`src/rtl/video_timing_gen.sv`:
```
// Raster timing generator with registered blank/sync, blank-gated RGB and line/frame strobes; define VTG_SYNC_OFFSET_EN to enable hoffs/voffs.
// Latency: blank/sync/rgb_out describe the pixel at (hcnt, vcnt) one ce_pix later; hpos/vpos are combinational from the counters.
// Backpressure: none; state advances on every ce_pix and holds otherwise.
module video_timing_gen #(
    parameter int CNT_W        = 9,
    parameter int H_TOTAL      = 384,
    parameter int H_ACT_START  = 24,
    parameter int H_ACTIVE     = 240,
    parameter int H_SYNC_START = 288,
    parameter int H_SYNC_WIDTH = 32,
    parameter int V_TOTAL      = 263,
    parameter int V_ACTIVE     = 224,
    parameter int V_SYNC_START = 226,
    parameter int V_SYNC_WIDTH = 6,
    parameter int HOFFS_W      = 5,
    parameter int VOFFS_W      = 3,
    parameter int RGB_W        = 12
) (
    input  logic               clk_sys,
    input  logic               reset,
    input  logic               ce_pix,
    input  logic [HOFFS_W-1:0] hoffs,
    input  logic [VOFFS_W-1:0] voffs,
    input  logic [RGB_W-1:0]   rgb_in,
    output logic [CNT_W-1:0]   hpos,
    output logic [CNT_W-1:0]   vpos,
    output logic               hblank,
    output logic               vblank,
    output logic               hsync,
    output logic               vsync,
    output logic [RGB_W-1:0]   rgb_out,
    output logic               line_start,
    output logic               frame_start
);

    localparam int XW = CNT_W + 1;

    localparam logic [XW-1:0]    H_TOT  = XW'(H_TOTAL);
    localparam logic [XW-1:0]    V_TOT  = XW'(V_TOTAL);
    localparam logic [XW-1:0]    H_AS   = XW'(H_ACT_START);
    localparam logic [XW-1:0]    H_AE   = XW'(H_ACT_START + H_ACTIVE);
    localparam logic [XW-1:0]    V_ACT  = XW'(V_ACTIVE);
    localparam logic [XW-1:0]    H_SS   = XW'(H_SYNC_START);
    localparam logic [XW-1:0]    V_SS   = XW'(V_SYNC_START);
    localparam logic [XW-1:0]    H_SW   = XW'(H_SYNC_WIDTH);
    localparam logic [XW-1:0]    V_SW   = XW'(V_SYNC_WIDTH);
    localparam logic [CNT_W-1:0] H_LAST = CNT_W'(H_TOTAL - 1);
    localparam logic [CNT_W-1:0] V_LAST = CNT_W'(V_TOTAL - 1);
    localparam logic [CNT_W-1:0] H_ORG  = CNT_W'(H_ACT_START);

    generate
        if ((H_ACT_START + H_ACTIVE > H_TOTAL) || (V_ACTIVE > V_TOTAL) ||
            (H_SYNC_WIDTH == 0) || (H_SYNC_WIDTH >= H_TOTAL) ||
            (V_SYNC_WIDTH == 0) || (V_SYNC_WIDTH >= V_TOTAL) ||
            (H_TOTAL > (1 << CNT_W)) || (V_TOTAL > (1 << CNT_W))) begin : g_param_err
            $error("video_timing_gen: inconsistent raster geometry parameters");
        end
    endgenerate

    logic [CNT_W-1:0] hcnt;
    logic [CNT_W-1:0] vcnt;
    logic             h_wrap;
    logic             v_wrap;
    logic [XW-1:0]    hs_start;
    logic [XW-1:0]    vs_start;

    assign h_wrap = (hcnt == H_LAST);
    assign v_wrap = (vcnt == V_LAST);

`ifdef VTG_SYNC_OFFSET_EN
    logic [HOFFS_W-1:0] hoffs_l;
    logic [VOFFS_W-1:0] voffs_l;
    logic [XW-1:0]      hs_sum;
    logic [XW-1:0]      vs_sum;

    // Offsets only move on the frame wrap so a frame never carries two sync positions.
    always_ff @(posedge clk_sys or posedge reset) begin
        if (reset) begin
            hoffs_l <= '0;
            voffs_l <= '0;
        end else if (ce_pix && h_wrap && v_wrap) begin
            hoffs_l <= hoffs;
            voffs_l <= voffs;
        end
    end

    assign hs_sum   = H_SS + XW'({hoffs_l, 1'b0});
    assign vs_sum   = V_SS + XW'(voffs_l);
    assign hs_start = (hs_sum >= H_TOT) ? hs_sum - H_TOT : hs_sum;
    assign vs_start = (vs_sum >= V_TOT) ? vs_sum - V_TOT : vs_sum;
`else
    logic unused_offs;

    assign unused_offs = ^{hoffs, voffs};
    assign hs_start    = H_SS;
    assign vs_start    = V_SS;
`endif

    logic [XW-1:0] h_x;
    logic [XW-1:0] v_x;
    logic [XW-1:0] hs_dist;
    logic [XW-1:0] vs_dist;
    logic          hblank_dec;
    logic          vblank_dec;
    logic          hsync_dec;
    logic          vsync_dec;

    // Modular distance from the sync start lets a window straddle the counter wrap.
    always_comb begin
        h_x        = {1'b0, hcnt};
        v_x        = {1'b0, vcnt};
        hs_dist    = (h_x >= hs_start) ? h_x - hs_start : h_x + H_TOT - hs_start;
        vs_dist    = (v_x >= vs_start) ? v_x - vs_start : v_x + V_TOT - vs_start;
        hsync_dec  = (hs_dist < H_SW);
        vsync_dec  = (vs_dist < V_SW);
        hblank_dec = !((h_x >= H_AS) && (h_x < H_AE));
        vblank_dec = !(v_x < V_ACT);
    end

    always_ff @(posedge clk_sys or posedge reset) begin
        if (reset) begin
            hcnt        <= '0;
            vcnt        <= '0;
            hblank      <= 1'b1;
            vblank      <= 1'b1;
            hsync       <= 1'b0;
            vsync       <= 1'b0;
            rgb_out     <= '0;
            line_start  <= 1'b0;
            frame_start <= 1'b0;
        end else begin
            line_start  <= 1'b0;
            frame_start <= 1'b0;
            if (ce_pix) begin
                hblank      <= hblank_dec;
                vblank      <= vblank_dec;
                hsync       <= hsync_dec;
                vsync       <= vsync_dec;
                rgb_out     <= (hblank_dec || vblank_dec) ? '0 : rgb_in;
                line_start  <= h_wrap;
                frame_start <= h_wrap && v_wrap;
                if (h_wrap) begin
                    hcnt <= '0;
                    vcnt <= v_wrap ? '0 : vcnt + 1'b1;
                end else begin
                    hcnt <= hcnt + 1'b1;
                end
            end
        end
    end

    assign hpos = hcnt - H_ORG;
    assign vpos = vcnt;

endmodule
```
`config.mk`:
```
export PLATFORM = sky130hd
export DESIGN_NAME = video_timing_gen
export DESIGN_NICKNAME = d
export VERILOG_FILES = /design/src/rtl/video_timing_gen.sv
export SDC_FILE = /design/constraint.sdc
export NUM_CORES = 1
export LEC_CHECK = 0
export CORE_MARGIN = 8
export CORE_UTILIZATION = 44
export CTS_BUF_LIST = sky130_fd_sc_hd__clkbuf_4
export DETAILED_ROUTE_END_ITERATION = 7
export PLACE_DENSITY_LB_ADDON = 0.3
export SYNTH_ARGS = -nofsm -noshare
export SYNTH_HDL_FRONTEND = slang
export SYNTH_SLANG_ARGS = --single-unit
```
`constraint.sdc`:
```
create_clock -name clk_sys -period 2.05 [get_ports clk_sys]
set_input_delay 0.41 -clock clk_sys [delete_from_list [all_inputs] [get_ports clk_sys]]
set_output_delay 0.41 -clock clk_sys [all_outputs]
set_load 0.03 [all_outputs]
```
==> results of run 1 <==
-- flip-flops by register name (all words and copies together) (netlist names) --
signal       flops
hblank           1
line_start       1
rgb_out         12
vblank           1
vsync            1
hcnt             9
vpos             9
frame_start      1
hsync            1
-- metal layers --
metal | part of all wire | vias to the layer above
met5 | 0 | -
met4 | 0.011 | 0
met3 | 0.050 | 4
met2 | 0.49 | 45
met1 | 0.45 | 834
li1 | - | 835
-- repair_timing --
action                                  CTS  global route
endpoints found under the setup margin    6            15
resized for setup                         8            16
setup buffers                             2             2
pin swaps                                 0             1
-- cells by family after synthesis --
logic type | count (synthesis)
AND/OR/NAND/NOR | 61
AO/OA/AOI/OAI | 44
adder cells (fa/ha/maj) | 12
buffers and inverters | 28
flip-flops | 36
XOR/XNOR | 11
multiplexers | 6
-- cell usage in the layout, fill, tap and decap left out, drive strengths merged, types with 2 or more instances in the layout --
cell type / count
xor2: 3
nor3: 4
ha: 12
clkbuf: 7
nor2: 9
buf: 24
o21ai: 9
nand3: 8
dfrtp: 34
dlygate4sd2: 3
nand4b: 2
a21oi: 4
nand2: 12
o21bai: 2
clkdlybuf4s50: 41
mux2: 3
o21a: 4
and3: 5
inv: 14
dlymetal6s2s: 3
dfstp: 2
nor4: 2
nand4: 4
xnor2: 8
a22o: 12
mux2i: 3
nand2b: 3
nor3b: 4
clkinv: 2
or4: 2
o31ai: 2
-- worst max-delay path, stage by stage (launching register included) --
cell	delay [ps]
dfrtp_1	430
ha_2	210
buf_4	160
nor3b_4	200
nand2b_4	160
buf_6	120
-- per-stage QoR --
step | TNS (ps) | area [um2]
final | 0 | 2790
after global routing | -139 | 2790
after CTS | 0 | 2730
after detailed placement | -1480 | 2640
after global placement | -1200 | 2640
after floorplan | 0 | 2030
-- power by group --
part	switching (mW)	internal (mW)
registers	0.0940	0.796
clock network	0.220	0.159
logic	0.574	0.454
total	0.887	1.41
-- final cells by class --
type                    count  area (um2)  share of cell area
multi-input cells         134        1040               0.372
inverters                  15        57.6              0.0206
repair buffers             72         668               0.239
well taps                  52        65.1              0.0233
clock inverters             1        3.75             0.00135
flip-flops and latches     36         906               0.325
clock buffers               7        52.6              0.0188
-- path summary, 6_finish.rpt --
path	cells past startpoint	slack [ps]	endpoint
worst min register to register	1	500	hsync
max in group asynchronous	3	1290	vblank
worst max register to register	6	110	vpos[7]
worst max-delay path	5	40	hpos[7]
min in group clk_sys	1	500	hsync
worst min-delay path	3	390	rgb_out[8]
==> impl_metrics.tcl, run 1 <==
set metrics [dict create \
    synth_compound_gate_area_share 0.161 \
    tightest_slew_ps 509 \
    drtIter0Drc 46 \
    routedWlPerCell_um 15.8 \
    yosys.area_share.simple 0.175 \
    vias_per_cell 5.42 \
    antenna_found_initial 0 \
    drive_above_1_share 0.204 \
    seq_area_frac_synth 0.448 \
    synth_top_family_by_area "simple AND/OR/NAND/NOR gates" \
    worst_slack_ps 44.2 \
    synth_cells 198 \
    chipWidth_um 83.7 \
    yosys-top-cells-count "dfrtp_1, inv_1, a22o_1, ha_1, nand2_1" \
    place_inst 305 \
    outcome "finished clean" \
    grt_pass1_wl_um 8450 \
    crit_fanout 4 \
    cts_sinks 36 \
    synth_seq_cells 36 \
    leakagePower_nw 1.28 \
    worstReg2RegStart "hcnt[1]" \
    synth_most_common_cell "dfrtp_1" \
    grt_overflow 0 \
    postRouteAntennaNets 0 \
    rsz0062_at_grt "true" \
    cp-startpoint "hcnt[4]" \
    gr-usage-met1 0.182 \
    pre_cts_ws_ps -236 \
    post-route-period-util 0.978 \
    synth_edf_count 0 \
    relSlewSlack 0.658 \
    num_rows 24 \
    cts_hold_buf 0 \
    drt_wl_total_um 5020 \
    end_kind "output port" \
    ys_types 47 \
    dp.final_hpwl_um 3680 \
    fill_cells 356 \
    clock_skew_ps 8.41 \
    synth_fp_nets 233 \
    ys.flop_type "dfrtp_1" \
    synth_xor_area_frac 0.0478 \
    syn2layout_area_growth_pct 38.5 \
    grt_max_degree 27 \
    synthArstFlopShare 1.00 \
    cp.arrival_ps 1600 \
    clock.fmax_mhz 499 \
    worstSetupPathType "reg -> out" \
    synth_warnings 0 \
    setup_viol 0 \
    busiest_layer "met2" \
    globalplace.congestion 0.836 \
    portBuffers 50 \
    synth_top_area_frac 0.422 \
    worstSetupStartpointType "register" \
    synth_adder_area_share 0.0745 \
    dr.pass1.iters 4 \
    p_per_area_nw_per_um2 823 \
    max-cap-violations 0 \
    dieArea_um2 7000 \
    root_buffer "clkbuf_4" \
    timing.final.crit_period_ps 2010 \
    power_mw 2.30 \
    clk_path_buf_depth 2 \
    initial_core_util 0.459 \
    drc 0 \
    num_antenna_cells 0 \
    clk_latency_ps 330 \
    grt_usage 0.145 \
    gr-usage-met2 0.233 \
    first_global_vias 1723 \
    slew_violations 0 \
    numCtsBuffers 5 \
    crit_required_ps 1640 \
    via_count 1718 \
    stdcell_count 317 \
    nets 299 \
    cts_tree "built" \
    whs_ps 386 \
    syn_area_um2 2010 \
    die_height_um 83.7 \
    met3_usage 0.0361 \
    synthMuxAreaShare 0.0317 \
    utilization 0.636 \
    fp.coreArea_um2 4380 \
    synthTopCellsByArea "dfrtp_1, ha_1, a22o_1" \
    avgSynthCellArea_um2 10.2 \
    htreeDepth 2 \
    boundaryPins 59 \
    yosysTopAreaCell "dfrtp_1" \
    ir_drop_mv 0.435 \
    holdCritPathClass "in -> async" \
    clk_pin_slew_worst_paths_ps 110 \
    hold_violations 0 \
]
Power figures use the tool's default switching activity.
==> inputs of run 2 (changes only) <==
--- a/config.mk
+++ b/config.mk
@@ -10,6 +10,8 @@
 export CTS_BUF_LIST = sky130_fd_sc_hd__clkbuf_4
 export DETAILED_ROUTE_END_ITERATION = 7
 export PLACE_DENSITY_LB_ADDON = 0.3
+export RECOVER_POWER = 100
+export SKIP_LAST_GASP = 1
 export SYNTH_ARGS = -nofsm -noshare
 export SYNTH_HDL_FRONTEND = slang
 export SYNTH_SLANG_ARGS = --single-unit
==> run 2 against run 1 <==
Net effect: maximum frequency decreased by 0.18%; non-clock buffer count did not move; critical path type unchanged; critical endpoint unchanged; sequential share of layout area increased by 0.46 points; final cell count is the same; wire length is 0.32% lower; flip-flop and latch count unchanged; sequential power about the same; clock power hardly changed; clock skew hardly changed; total power shrank 0.54%; via count increased by 0.35%; critical path depth unchanged.
==> impl_metrics.tcl, run 2 (synthesized netlist as in run 1, its figures left out) <==
set metrics [dict create \
    rsz0062_at_grt "true" \
    crit_required_ps 1640 \
    outcome "finished clean" \
    drive_above_1_share 0.192 \
    htreeDepth 2 \
    post-route-period-util 0.980 \
    via_count 1724 \
    drt_wl_total_um 5010 \
    cts_sinks 36 \
    crit_fanout 4 \
    cp.arrival_ps 1600 \
    worstSetupPathType "reg -> out" \
    top_register "rgb_out" \
    worst_slack_ps 40.6 \
    num_rows 24 \
    pre_cts_ws_ps -236 \
    numCtsBuffers 5 \
    initial_core_util 0.459 \
    path_cells "ha_2 > buf_4 > nor3b_4 > nand2b_4 > buf_6" \
    dp.final_hpwl_um 3680 \
    placed_area_um2 2640 \
    clk_pin_slew_worst_paths_ps 110 \
    die_height_um 83.7 \
    p_per_area_nw_per_um2 830 \
    antenna_found_initial 0 \
    dieArea_um2 7000 \
    final_cell_area_um2 2750 \
    worstSetupStartpointType "register" \
    grt_usage 0.145 \
    routedWlPerCell_um 15.8 \
    grt_overflow 0 \
    num_antenna_cells 0 \
    holdCritPathClass "reg -> reg" \
    syn2layout_area_growth_pct 36.6 \
    setup_viol 0 \
    clock.fmax_mhz 498 \
    slew_violations 0 \
    whs_ps 497 \
    clk_path_buf_depth 2 \
    tightest_slew_ps 620 \
    grt_pass1_wl_um 8450 \
    dr.pass1.iters 4 \
    postRouteAntennaNets 0 \
    cts_tree "built" \
    vias_per_cell 5.44 \
    end_kind "output port" \
    drc 0 \
    leakagePower_nw 1.22 \
    globalplace.congestion 0.836 \
    fp.coreArea_um2 4380 \
    crit_slowest_cell "dfrtp_1" \
    hold_violations 0 \
    max-cap-violations 0 \
    grt_max_degree 27 \
    cpPeakStageDelay_ps 430 \
    chipWidth_um 83.7 \
    drtIter0Drc 45 \
    cp_top_family "flip-flops" \
    nets 299 \
    largest_reg_flops 12 \
    ir_drop_mv 0.435 \
    final_cell_mix "clkdlybuf4s50_1, dfrtp_1, buf_4" \
    relSlewSlack 0.587 \
    boundaryPins 59 \
    clk_latency_ps 330 \
    root_buffer "clkbuf_4" \
    r2r_slack_ps 90 \
    tns_ps 0 \
    layout_commonest_cell "clkdlybuf4s50_1" \
    timing.final.crit_period_ps 2010 \
    clock_skew_ps 8.02 \
    portBuffers 50 \
    first_global_vias 1723 \
    crit_buf_inv 2 \
]
==> run 2: cell types whose count changed in the layout (fill, tap and decap cells not counted), moves of 2 or more <==
cell,before,now
clkbuf_1,0,5
dlygate4sd3_1,0,2
clkdlybuf4s50_1,41,39
dlymetal6s2s_1,3,0
buf_4,23,20
==> run 2: metrics by stage <==
step            util  total power, mW  std cells
2_1_floorplan      -             1.52        198
3_3_place_gp   0.603             1.81        305
3_5_place_dp   0.603             1.84        305
4_1_cts        0.622             2.23        315
5_1_grt        0.628             2.44        317
6_report       0.628             2.28        317
==> run 2: final timing paths <==
path                               from         end  cells past startpoint
worst max-delay path            hcnt[3]     hpos[7]                      5
worst min-delay path              hsync       hsync                      1
worst max register to register  hcnt[1]     vpos[7]                      6
worst min register to register    hsync       hsync                      1
max in group asynchronous         reset     vpos[2]                      3
min in group asynchronous         reset  rgb_out[8]                      3
==> run 2: layout make-up <==
| class | instances | area, um2 |
|---|---|---|
| sequential | 36 | 906 |
| tap | 52 | 65.1 |
| clock buffer | 7 | 52.6 |
| inverter | 15 | 57.6 |
| timing repair buffer | 72 | 632 |
| clock inverter | 1 | 3.75 |
| multi-input combinational | 134 | 1030 |
| fill | 369 | 1630 |
==> run 2: power by group <==
| part | internal (mW) | total, mW | switching (mW) |
|---|---|---|---|
| logic | 0.440 | 1.01 | 0.575 |
| clock network | 0.158 | 0.379 | 0.221 |
| registers | 0.796 | 0.890 | 0.0937 |
==> run 2: worst reg2reg max path: stages (launching register included) <==
cell	delay [ps]
dfrtp_1	390
ha_1	210
nand2_1	110
or4_4	540
buf_4	190
nor4_4	280
xor2_1	180
==> run 2: routing by layer <==
metal / up-vias / track usage / routed length [um]
met4: 0 / 0.0549 / 63
met3: 4 / 0.0361 / 228
li1: 834 / - / -
met1: 845 / 0.182 / 2250
met2: 41 / 0.233 / 2460
met5: - / 0 / 0
==> run 2: timing repair <==
action,CTS,global route
hold buffers,0,0
endpoints found under the setup margin,6,15
resized for setup,8,16
buffers inserted,2,2
